`src/rtl/axi_rd_responder.sv`:
```
// axi_rd_responder: AXI4 read-channel subordinate in front of a 1-cycle-latency SRAM.
// Accepts one AR at a time and issues one SRAM read per beat while output credit
// allows. Returned words queue in a 2-entry {id,data,resp,last} FIFO that drives R.
// Optional macro AXI_RD_ERR_EN: out-of-span beats and illegal WRAP lengths answer
// SLVERR with zero data and no SRAM read. Without it, addresses alias modulo the span.
module axi_rd_responder #(
  parameter int AXI_IW = 4,
  parameter int AXI_AW = 32,
  parameter int AXI_DW = 64,
  parameter int AXI_LW = 8,
  parameter int AXI_SW = 3,
  parameter int MEM_AW = 12
) (
  input  logic              ACLK,
  input  logic              ARESET,
  input  logic [AXI_IW-1:0] ARID,
  input  logic [AXI_AW-1:0] ARADDR,
  input  logic [AXI_LW-1:0] ARLEN,
  input  logic [AXI_SW-1:0] ARSIZE,
  input  logic [1:0]        ARBURST,
  input  logic              ARVALID,
  output logic              ARREADY,
  output logic [AXI_IW-1:0] RID,
  output logic [AXI_DW-1:0] RDATA,
  output logic [1:0]        RRESP,
  output logic              RLAST,
  output logic              RVALID,
  input  logic              RREADY,
  output logic              mem_rd_en,
  output logic [MEM_AW-1:0] mem_addr,
  input  logic [AXI_DW-1:0] mem_rdata
);

  localparam int NB     = AXI_DW / 8;
  localparam int BO     = $clog2(NB);
  localparam int SPAN_W = MEM_AW + BO;
  localparam logic [AXI_SW-1:0] BO_SZ  = AXI_SW'(BO);
  localparam logic [AXI_AW-1:0] ONE_AW = {{(AXI_AW-1){1'b0}}, 1'b1};
  localparam logic [1:0] BURST_FIXED = 2'b00;
  localparam logic [1:0] BURST_WRAP  = 2'b10;

  typedef enum logic [0:0] {IDLE = 1'b0, BURST = 1'b1} state_t;

  // WRAP is only defined for 2, 4, 8 or 16 beats
  function automatic logic wrap_len_ok(input logic [AXI_LW-1:0] len);
    logic ok;
    case (len)
      AXI_LW'(1), AXI_LW'(3), AXI_LW'(7), AXI_LW'(15): ok = 1'b1;
      default: ok = 1'b0;
    endcase
    return ok;
  endfunction

  // Address of the beat following addr; INCR wraps at the full address width
  function automatic logic [AXI_AW-1:0] next_beat_addr(input logic [AXI_AW-1:0] addr,
                                                       input logic [AXI_LW-1:0] len,
                                                       input logic [AXI_SW-1:0] size,
                                                       input logic [1:0]        burst);
    logic [AXI_AW-1:0] step;
    logic [AXI_AW-1:0] wmask;
    logic [AXI_AW-1:0] nxt;
    step  = ONE_AW << size;
    wmask = (({{(AXI_AW-AXI_LW){1'b0}}, len} + ONE_AW) << size) - ONE_AW;
    case (burst)
      BURST_FIXED: nxt = addr;
      BURST_WRAP: begin
        if (wrap_len_ok(len)) nxt = (addr & ~wmask) | ((addr + step) & wmask);
        else                  nxt = addr + step;
      end
      default: nxt = addr + step;
    endcase
    return nxt;
  endfunction

  state_t              state_r, state_nxt;
  logic                arready_r;
  logic [AXI_IW-1:0]   id_r;
  logic [AXI_AW-1:0]   addr_r;
  logic [AXI_LW-1:0]   len_r, beat_r;
  logic [AXI_SW-1:0]   size_r;
  logic [1:0]          burst_r;
  logic                inf_v_r, inf_last_r, inf_err_r;
  logic [AXI_IW-1:0]   inf_id_r;
  logic                rvalid_r, rlast_r, sk_v_r, sk_last_r;
  logic [AXI_IW-1:0]   rid_r, sk_id_r;
  logic [AXI_DW-1:0]   rdata_r, sk_data_r;
  logic [1:0]          rresp_r, sk_resp_r;

  logic                ar_hs_s, pop_s, credit_s, issue_s, beat_err_s, last_beat_s;
  logic [1:0]          cnt_s;
  logic [AXI_DW-1:0]   push_data_s;
  logic [1:0]          push_resp_s;

  assign ar_hs_s     = ARVALID & arready_r;
  assign pop_s       = rvalid_r & RREADY;
  assign last_beat_s = (beat_r == len_r);
  assign cnt_s       = {1'b0, rvalid_r} + {1'b0, sk_v_r} + {1'b0, inf_v_r};
  assign issue_s     = (state_r == BURST) & credit_s;
  assign push_data_s = inf_err_r ? {AXI_DW{1'b0}} : mem_rdata;
  assign push_resp_s = inf_err_r ? 2'b10 : 2'b00;

  // Credit: queued beats plus the read in flight must leave a free slot; a pop this cycle counts
  always_comb begin
    credit_s = 1'b0;
    if ((cnt_s - {1'b0, pop_s}) < 2'd2) credit_s = 1'b1;
    else                                credit_s = 1'b0;
  end

`ifdef AXI_RD_ERR_EN
  // Beats outside the memory span, and every beat of an illegal WRAP, answer SLVERR
  always_comb begin
    beat_err_s = 1'b0;
    if (addr_r[AXI_AW-1:SPAN_W] != {(AXI_AW-SPAN_W){1'b0}}) beat_err_s = 1'b1;
    else if ((burst_r == BURST_WRAP) && !wrap_len_ok(len_r)) beat_err_s = 1'b1;
    else beat_err_s = 1'b0;
  end
`else
  // Every beat reads memory; high address bits simply alias
  always_comb begin
    beat_err_s = 1'b0;
  end
`endif

  // Next-state logic: leave BURST once the read for the final beat is issued
  always_comb begin
    state_nxt = state_r;
    case (state_r)
      IDLE: begin
        if (ar_hs_s) state_nxt = BURST;
        else         state_nxt = IDLE;
      end
      BURST: begin
        if (issue_s && last_beat_s) state_nxt = IDLE;
        else                        state_nxt = BURST;
      end
      default: state_nxt = IDLE;
    endcase
  end

  // State register, registered ARREADY and burst context (latched on AR, advanced per issued beat)
  always_ff @(posedge ACLK) begin
    if (ARESET) begin
      state_r   <= IDLE;
      arready_r <= 1'b0;
      id_r      <= {AXI_IW{1'b0}};
      addr_r    <= {AXI_AW{1'b0}};
      len_r     <= {AXI_LW{1'b0}};
      size_r    <= {AXI_SW{1'b0}};
      burst_r   <= 2'b00;
      beat_r    <= {AXI_LW{1'b0}};
    end else begin
      state_r   <= state_nxt;
      arready_r <= (state_nxt == IDLE);
      if (ar_hs_s) begin
        id_r    <= ARID;
        addr_r  <= ARADDR;
        len_r   <= ARLEN;
        size_r  <= (ARSIZE > BO_SZ) ? BO_SZ : ARSIZE;
        burst_r <= ARBURST;
        beat_r  <= {AXI_LW{1'b0}};
      end else if (issue_s) begin
        addr_r  <= next_beat_addr(addr_r, len_r, size_r, burst_r);
        beat_r  <= beat_r + {{(AXI_LW-1){1'b0}}, 1'b1};
      end
    end
  end

  // Sideband for the read in flight, aligned with the SRAM data one cycle later
  always_ff @(posedge ACLK) begin
    if (ARESET) begin
      inf_v_r    <= 1'b0;
      inf_id_r   <= {AXI_IW{1'b0}};
      inf_last_r <= 1'b0;
      inf_err_r  <= 1'b0;
    end else begin
      inf_v_r    <= issue_s;
      inf_id_r   <= id_r;
      inf_last_r <= last_beat_s;
      inf_err_r  <= beat_err_s;
    end
  end

  // Output FIFO: head registers drive R directly, skid holds the second entry
  always_ff @(posedge ACLK) begin
    if (ARESET) begin
      rvalid_r  <= 1'b0;
      rid_r     <= {AXI_IW{1'b0}};
      rdata_r   <= {AXI_DW{1'b0}};
      rresp_r   <= 2'b00;
      rlast_r   <= 1'b0;
      sk_v_r    <= 1'b0;
      sk_id_r   <= {AXI_IW{1'b0}};
      sk_data_r <= {AXI_DW{1'b0}};
      sk_resp_r <= 2'b00;
      sk_last_r <= 1'b0;
    end else if (!rvalid_r || pop_s) begin
      if (sk_v_r) begin
        rvalid_r  <= 1'b1;
        rid_r     <= sk_id_r;
        rdata_r   <= sk_data_r;
        rresp_r   <= sk_resp_r;
        rlast_r   <= sk_last_r;
        sk_v_r    <= inf_v_r;
        sk_id_r   <= inf_id_r;
        sk_data_r <= push_data_s;
        sk_resp_r <= push_resp_s;
        sk_last_r <= inf_last_r;
      end else begin
        rvalid_r <= inf_v_r;
        sk_v_r   <= 1'b0;
        if (inf_v_r) begin
          rid_r   <= inf_id_r;
          rdata_r <= push_data_s;
          rresp_r <= push_resp_s;
          rlast_r <= inf_last_r;
        end
      end
    end else if (inf_v_r) begin
      sk_v_r    <= 1'b1;
      sk_id_r   <= inf_id_r;
      sk_data_r <= push_data_s;
      sk_resp_r <= push_resp_s;
      sk_last_r <= inf_last_r;
    end
  end

  assign ARREADY   = arready_r;
  assign RVALID    = rvalid_r;
  assign RID       = rid_r;
  assign RDATA     = rdata_r;
  assign RRESP     = rresp_r;
  assign RLAST     = rlast_r;
  assign mem_rd_en = issue_s & ~beat_err_s;
  assign mem_addr  = addr_r[SPAN_W-1:BO];

endmodule

```
`config.mk`:
```
export PLATFORM = sky130hd
export DESIGN_NAME = axi_rd_responder
export DESIGN_NICKNAME = d
export VERILOG_FILES = /design/src/rtl/axi_rd_responder.sv
export SDC_FILE = /design/constraint.sdc
export NUM_CORES = 1
export LEC_CHECK = 0
export ABC_CLOCK_PERIOD_IN_PS = 3500
export CORE_ASPECT_RATIO = 0.7
export CORE_MARGIN = 2
export CORE_UTILIZATION = 40
export CTS_CLUSTER_SIZE = 10
export DETAILED_ROUTE_END_ITERATION = 10
export GPL_TIMING_DRIVEN = 0
export PLACE_DENSITY = 0.7
export SYNTH_ARGS = -nofsm -noshare
export SYNTH_HDL_FRONTEND = slang
export SYNTH_SLANG_ARGS = --single-unit
export TNS_END_PERCENT = 10
```
`constraint.sdc`:
```
create_clock -name ACLK -period 3.5 [get_ports ACLK]
set_input_delay 0.35 -clock ACLK [delete_from_list [all_inputs] [get_ports ACLK]]
set_output_delay 0.35 -clock ACLK [all_outputs]
set_load 0.05 [all_outputs]
```
# --- Word level (Yosys, flattened, before mapping) ---
# Index checks and enable logic that the tools add are counted.
# Widths: inputs -> output; s select.
word_totals:
  reg_bits: 209
  word_cells: 95
  in_bits: 117
  output_inout_bits: 86
op_classes:
  eq_ne: 8
  order_cmp: 2
  n_reduce_logical: 12
  shift: 2
  n_bitwise: 9
  muxes: 34
  addsub: 7
ops:
  columns: ["operator", "count"]
  rows:
  - ["$mux 64", 4]
  - ["$mux 32", 3]
  - ["$and 32x32->32", 2]
  - ["$pmux 32 s2", 1]
  - ["$add 32x32->32", 1]
  - ["$not 32->32", 1]
  - ["$or 32x32->32", 1]
  - ["$shl 1x3->32 const A", 1]
  - ["$shl 9x3->32", 1]
  - ["$sub 32x1->32 const B", 1]
  - ["$mux 1", 16]
  - ["$mux 4", 4]
  - ["$add 8x1->9 const B", 1]
  - ["$add 8x1->8 const B", 1]
  - ["$eq 8x1->1 const B", 1]
  - ["$eq 8x2->1 const B", 1]
  - ["$eq 8x3->1 const B", 1]
  - ["$eq 8x4->1 const B", 1]
  - ["$eq 8x8->1", 1]
  - ["$mux 2", 4]
  - ["$reduce_and 2->1", 3]
  - ["$reduce_bool 2->1", 3]
  - ["$ne 2x2->1 const B", 2]
  - ["$reduce_or 4->1", 1]
  - ["15 further kinds", 18]

# --- Longest topological paths before layout ---
# Gate-level depths: netlist of run 1.
depth:
  word_depth: 13
  mapped_depth: 14
  mapped_depth_nobuf: 13

# --- Worst setup path after synthesis of run 1 ---
# OpenSTA, ideal clock, no wires.
synth_timing:
  path_kind: "flip-flop to flip-flop"
  startpoint: "register rvalid_r, in the netlist RVALID"
  endpoint: "register (tool-made name)"
  n_path_buf: 2
  arrival_time_ns: 3.459
  synth_period_minus_slack_ns: 3.591
  setup_ns: 0.132
  path_stages_with_launch: 15
  required_time_ns: 3.368
  slack_ns: -0.091
  path_cell_list: "dfxtp_1 and2_1 ha_1 inv_1 ha_1 a21oi_1 xor2_1 and2_1 clkbuf_1 o21ai_1 nand2_1 clkbuf_1 o221ai_1 nand2_1 a21oi_1"
synth_rtl:
  columns: ["item", "line", "rtl"]
  rows:
  - ["start, declared", "84", "logic rvalid_r, rlast_r, sk_v_r, sk_last_r;"]
  - ["start signal, assigned", "209", "rvalid_r <= inf_v_r;"]

==> metrics.txt, run 1 <==
status finished clean; number of core rows 46; final setup margin 167.2 ps; xor/xnor cell area share of the yosys netlist under 10%; CP max stage delay between 400 and 500 ps; Core Region between 20000 and 25000 µm²; DP Cell Count between 1500 and 2000; vias per cell between 5 and 6; Final setup violation count 0; Slew Viols, Final 0; Worst Setup End Kind flop; Post-synth ARST share 0%; NumNets Final between 1000 and 1500; Root Buffer clkbuf_16; Initial DRC Count ~710; Critical Path RT 3800 ps; Power, Total 5.303 mW; Initial Utilization about two fifths; IO Pins roughly 200; Synth Area in Compound Gates between 20% and 30%; post-place setup slack -339.8 ps; combinational family with the most area after synthesis compound AO/OA/AOI/OAI gates; CP Max Fanout 10; GR Util All Layers a little under a quarter; Die Span Y roughly 130 µm; Via Count ~8800; Slew HR a little under 30%; VDD IR max roughly 0.0003 V; routing usage on met3 4.823%; simple-gate portion of the synthesized area 18.58%; most used routing layer met1; DR DRC count 0; slowest CP cell a2111oi_1; Seq/Total Area, Yosys 40.74%; multiplexer area fraction after synthesis approximately 8.1%; Num CTS Buffers 17; Gate Count Post-Synth approximately 1100; Post-synth EDFFs 0; vias in the first global route 8033; Max-Cap Viols 0; clock tree buffer depth 2; crit-path cells buf_2 -> clkbuf_4 -> nand2b_2 -> nor2_2 -> ha_1 -> a21o_1 -> a21oi_2 -> o21ai_0 -> a31o_2 -> a21oi_1 -> nand4b_1 -> xnor2_1 -> a2111oi_1 -> nor4_1; first-pass GRT wire length approximately 45 mm; post-synthesis adder-cell area fraction ~2.1%; Die Area between 20000 and 25000 µm²; Routed WL per cell between 15 and 20 µm; Clock transition at path regs around 80 ps; TritonCTS clock tree built; Final Hold Fails 0; GRT overflow 0; Fill cells ~2100; worst min-delay path category flop to flop; Power Density about 440 nW/µm²; grt met1 use between 30% and 40%; Register-to-Register Setup Slack approximately 170 ps; WP buf/inv 2; routing usage on met2 a little under a third; H-tree levels 4; Final Skew 11.82 ps; count of cell types in the netlist 77; count of warnings emitted by yosys 0; Detail Route Antenna Nets 0; drt pass-1 iters 6; syn_area_per_cell about 8.3 µm²; Area Overhead vs Synth 31.05%; layout cells sized above 1 under 10%; flops & latches, synth 188; post-route minimum period 3333 ps; initial antenna violation count 2; Multi-input gate area slightly below 5000 µm²; clk_lat worst skew ~440 ps; Top delay family on crit path compound AO/OA/AOI/OAI gates; antenna fix cells 0; leading register cell type out of synthesis dfxtp_1; startpoint types flop; largest net degree at the start of global routing 21; Final period util a little over nine tenths; Worst Tran Pin Value around 1000 ps; Post-Route WL approximately 28 mm; Port Buffers approximately 180; clk sinks ~190; worst path arrival time roughly 3600 ps; Seq. cell area ~3800 µm²; Final Instance Count excl. Fillers between 1500 and 2000; GPL Wtd Cong 0.9231; Post-Syn Area a little over 9000 µm²; Pleak 4.036 nW; Max Fclk roughly 300 MHz; crit path kind flop to flop; DP HPWL around 21 mm; RSZ-0062 raised after global routing true; Die W 185.6 µm
[metal layers]
metal	part of all wire [%]	wire, µm
met5	0.032	9
met1	51	14390
met3	7.6	2153
met2	40	11460
met4	1.2	335
[synthesized netlist by cell type (6+ instances only)]
library cell / instances / area (µm²)
buf_4: 15 / 112.6
nand2b_1: 6 / 37.54
mux2i_1: 74 / 740.7
xor2_1: 12 / 105.1
inv_1: 16 / 60.06
a211oi_1: 80 / 600.6
o21ai_0: 12 / 60.06
ha_1: 14 / 175.2
nand3_1: 9 / 45.04
dfxtp_1: 188 / 3764
o211ai_1: 9 / 67.56
and2_1: 7 / 43.79
nor3_1: 12 / 60.06
buf_2: 6 / 30.03
buf_1: 11 / 41.29
xnor2_1: 27 / 236.5
clkbuf_1: 63 / 236.5
nor2b_1: 10 / 62.56
nor2_1: 119 / 446.7
a311oi_1: 7 / 61.31
nand4_1: 7 / 43.79
nand2_1: 197 / 739.5
a21oi_1: 111 / 555.5
[power breakdown]
part	switching, mW	internal [mW]	total (mW)
registers	0.0606	2.22	2.28
logic	0.641	0.411	1.05
clock network	0.981	0.987	1.97
total	1.68	3.62	5.30
[flip-flops by register name (all words and copies together) (netlist names), 2 cells and up, named ones only]
name       cells
RDATA         64
sk_data_r     64
beat_r         8
len_r          8
RID            4
id_r           4
inf_id_r       4
sk_id_r        4
size_r         3
burst_r        2
[cell type report]
class	count	area share [%]
multi-input cells	811	41.07
flip-flops and latches	188	31.09
repair buffers	183	15.15
plain buffers	99	3.947
clock buffers	18	3.627
well taps	312	3.224
clock inverters	14	1.364
inverters	17	0.5270
[stage by stage]
| stage | hold slack (ps) | instance area [µm²] | setup TNS [ps] | utilization [%] |
|---|---|---|---|---|
| finish | 452.9 | 12110 | 0 | 53.39 |
| global route | 465.7 | 12110 | -53.07 | 53.39 |
| CTS | 450.5 | 12080 | 0 | 53.28 |
| detailed placement | 441.7 | 11470 | -1315 | 50.56 |
| global placement | 437.4 | 11470 | -1256 | 50.56 |
| floorplan | 431.5 | 9244 | 0 | - |
[cells by family after synthesis]
logic type | after synthesis
other | 1
AO/OA/AOI/OAI | 283
multiplexers | 75
AND/OR/NAND/NOR | 396
buffers and inverters | 116
XOR/XNOR | 40
flip-flops | 188
adder cells (fa/ha/maj) | 15
[worst min-delay path, cell delays in order, from the launching register on]
cell     delay [ps]
dfxtp_1         310
nand2_1          50
a21oi_1          50
[cell usage in the layout, fill, tap and decap left out, drive strengths merged, types with 8 or more instances in the layout]
cell type and instances:
clkbuf 82, nor2 119, a211oi 80, o211ai 9, ha 14, mux2i 74, o21ai 18, dfxtp 188
xnor2 27, xor2 13, inv 25, clkdlybuf4s50 182, nand3 10, nor2b 10, buf 35, a21oi 113
nand4 8, nor3 13, nand2 197
[repair_timing]
item                       CTS  global route
setup buffers                0             0
hold buffers                 0             0
resized for setup            5            13
setup endpoints to repair    8             7
pin swaps                    0             1
cloned                       0             0
[final timing paths]
kind	startpoint	end	depth (start not counted)
min reg2reg	sk_id_r[0]	sk_id_r[0]	2
max reg2reg	size_r[0]	flop	14
max	size_r[0]	flop	14
min	sk_id_r[0]	sk_id_r[0]	2
Note: power is estimated with default switching activity, not from simulation.
==> inputs of run 2 (changes only) <==
Settings changed: SLEW_MARGIN set to 20.
==> results of run 2 <==
Same layout as run 1: the final DEF is identical, and so are final timing and power.
==> inputs of run 3 (changes only) <==
Settings changed: CORE_ASPECT_RATIO 0.7 to 1.25, RECOVER_POWER set to 50.
==> run 3 against run 2 <==
Effect of this change: critical path depth unchanged; clock skew down 3.4 ps; count of clock-buffer cells in the layout unchanged; fmax down 0.66%; utilization down 0.41 points; die area about the same; wire length down 0.96%; setup slack worse by 22 ps; clock power about the same; final area down 0.21%; total power down 1.2%; critical path type unchanged; largest power group unchanged; highest routed layer unchanged.
==> metrics.txt, run 3 (same netlist as run 1, synthesis figures left out) <==
status finished clean; Die Area around 24000 µm²; vias per cell ~5.3; CP max stage delay ~370 ps; Max-Cap Viols 0; layout cells sized above 1 between 6 and 7%; Die W ~140 µm; IO Pins between 200 and 250; RSZ-0062 raised after global routing true; largest net degree at the start of global routing 21; crit path kind flop to flop; critical path's most frequent cell buf_2; Final Skew 8.407 ps; Power Density 433.7 nW/µm²; H-tree levels 4; Num CTS Buffers 17; Final Hold Fails 0; Initial Utilization between 40% and 50%; DR DRC count 0; clk sinks about 190; Port Buffers 183; Slew HR approximately 28%; most frequent cells in the layout nand2_1, dfxtp_1, nor2_1, a21oi_1, clkdlybuf4s50_1; final setup margin between 100 and 150 ps; Area Overhead vs Synth 30.78%; TNS Setup 0 ps; Final Instance Count excl. Fillers around 1600; Core Region between 20000 and 25000 µm²; Root Buffer clkbuf_16; TritonCTS clock tree built; Die Span Y approximately 170 µm; Final setup violation count 0; Power, Total approximately 5.2 mW; Worst Setup End Kind flop; Detail Route Antenna Nets 0; Initial DRC Count 360; Fill cells roughly 2200; clock tree buffer depth 2; DP Cell Count 1586; drt pass-1 iters 5; number of core rows 62; hold buffers post-CTS 0; final core utilization a little over half; post-place setup slack -529.3 ps; vias in the first global route around 8400; Clock transition at path regs ~80 ps; CP Max Fanout 10; Routed WL per cell around 17 µm; Worst Tran Pin Value 1065 ps; Final period util between 90% and 100%; DP HPWL approximately 22 mm; VDD IR max ~0.00035 V; Slew Viols, Final 0; GPL Wtd Cong around 0.97; worst path arrival time 3650 ps; Register-to-Register Setup Slack 140 ps; slowest CP cell a2111oi_1; Max Fclk slightly below 300 MHz; GR Util All Layers a little under a quarter; commonest non-fill, non-tap cell in the layout nand2_1; GRT overflow 0; first-pass GRT wire length 44.11 mm; Post-Route WL 28.08 mm; Critical Path RT between 3000 and 4000 ps; initial antenna violation count 2; worst min-delay path category flop to flop; NumNets Final between 1000 and 1500; Via Count 8613; Pleak 4.284 nW; clk_lat worst skew 430 ps; post-route minimum period between 3000 and 4000 ps; startpoint types flop; crit-path cells buf_2 -> buf_2 -> nand2b_2 -> nor2_2 -> ha_1 -> a21o_1 -> a21oi_1 -> o21ai_0 -> a31o_2 -> a21oi_2 -> nand4b_1 -> xnor2_1 -> a2111oi_1 -> nor4_1
## run 3: final timing paths
kind,from,end,cells after the start
worst min register to register,sk_id_r[0],sk_id_r[0],2
worst max-delay path,size_r[0],flop,14
worst min-delay path,sk_id_r[0],sk_id_r[0],2
worst max register to register,size_r[0],flop,14
## run 3: critical path: cells and delay by family (launching register included)
family                   cells  cell delay, ps
buffers and inverters        2             490
flip-flops                   1             310
adder cells (fa/ha/maj)      1             250
AO/OA/AOI/OAI                6            1440
AND/OR/NAND/NOR              4             630
XOR/XNOR                     1              70
## run 3: cell type report
class	count	area, µm²	share of cell area, %
Multi-Input combinational cell	811	4979	41.20
Sequential cell	188	3765	31.16
Timing Repair Buffer	184	1838	15.21
Buffer	99	475.5	3.935
Clock buffer	18	429.2	3.552
Tap cell	288	360.3	2.982
Clock inverter	14	170.2	1.408
Inverter	17	63.81	0.5281
Antenna cell	1	2.502	0.02071
## run 3: repair_timing
action,CTS,global route
gates cloned,0,0
buffers inserted,0,1
resized for setup,8,8
endpoints found under the setup margin,9,9
hold endpoints to repair,0,0
pin swaps,0,1
## run 3: metrics by stage
stage,hold WS (ps),area [µm²]
floorplan,431.5,9244
global placement,436.8,11440
detailed placement,444.4,11440
CTS,448.9,12050
global route,466.6,12080
finish,453.2,12080
## run 3: report_power, final
group	internal, mW	leakage [nW]	switching (mW)	total [mW]
Combinational	0.387	2.47	0.636	1.02
Sequential	2.22	1.52	0.0556	2.28
Clock	0.969	0.291	0.972	1.94
## run 3: routing by layer
layer / global-route usage, % / vias to the layer above / part of all wire (%)
met2: 41.61 / 222 / 51
li1: - / 4306 / -
met5: 0 / - / 0.046
met4: 8.000 / 2 / 2.8
met3: 2.893 / 50 / 3.8
met1: 26.88 / 4033 / 42
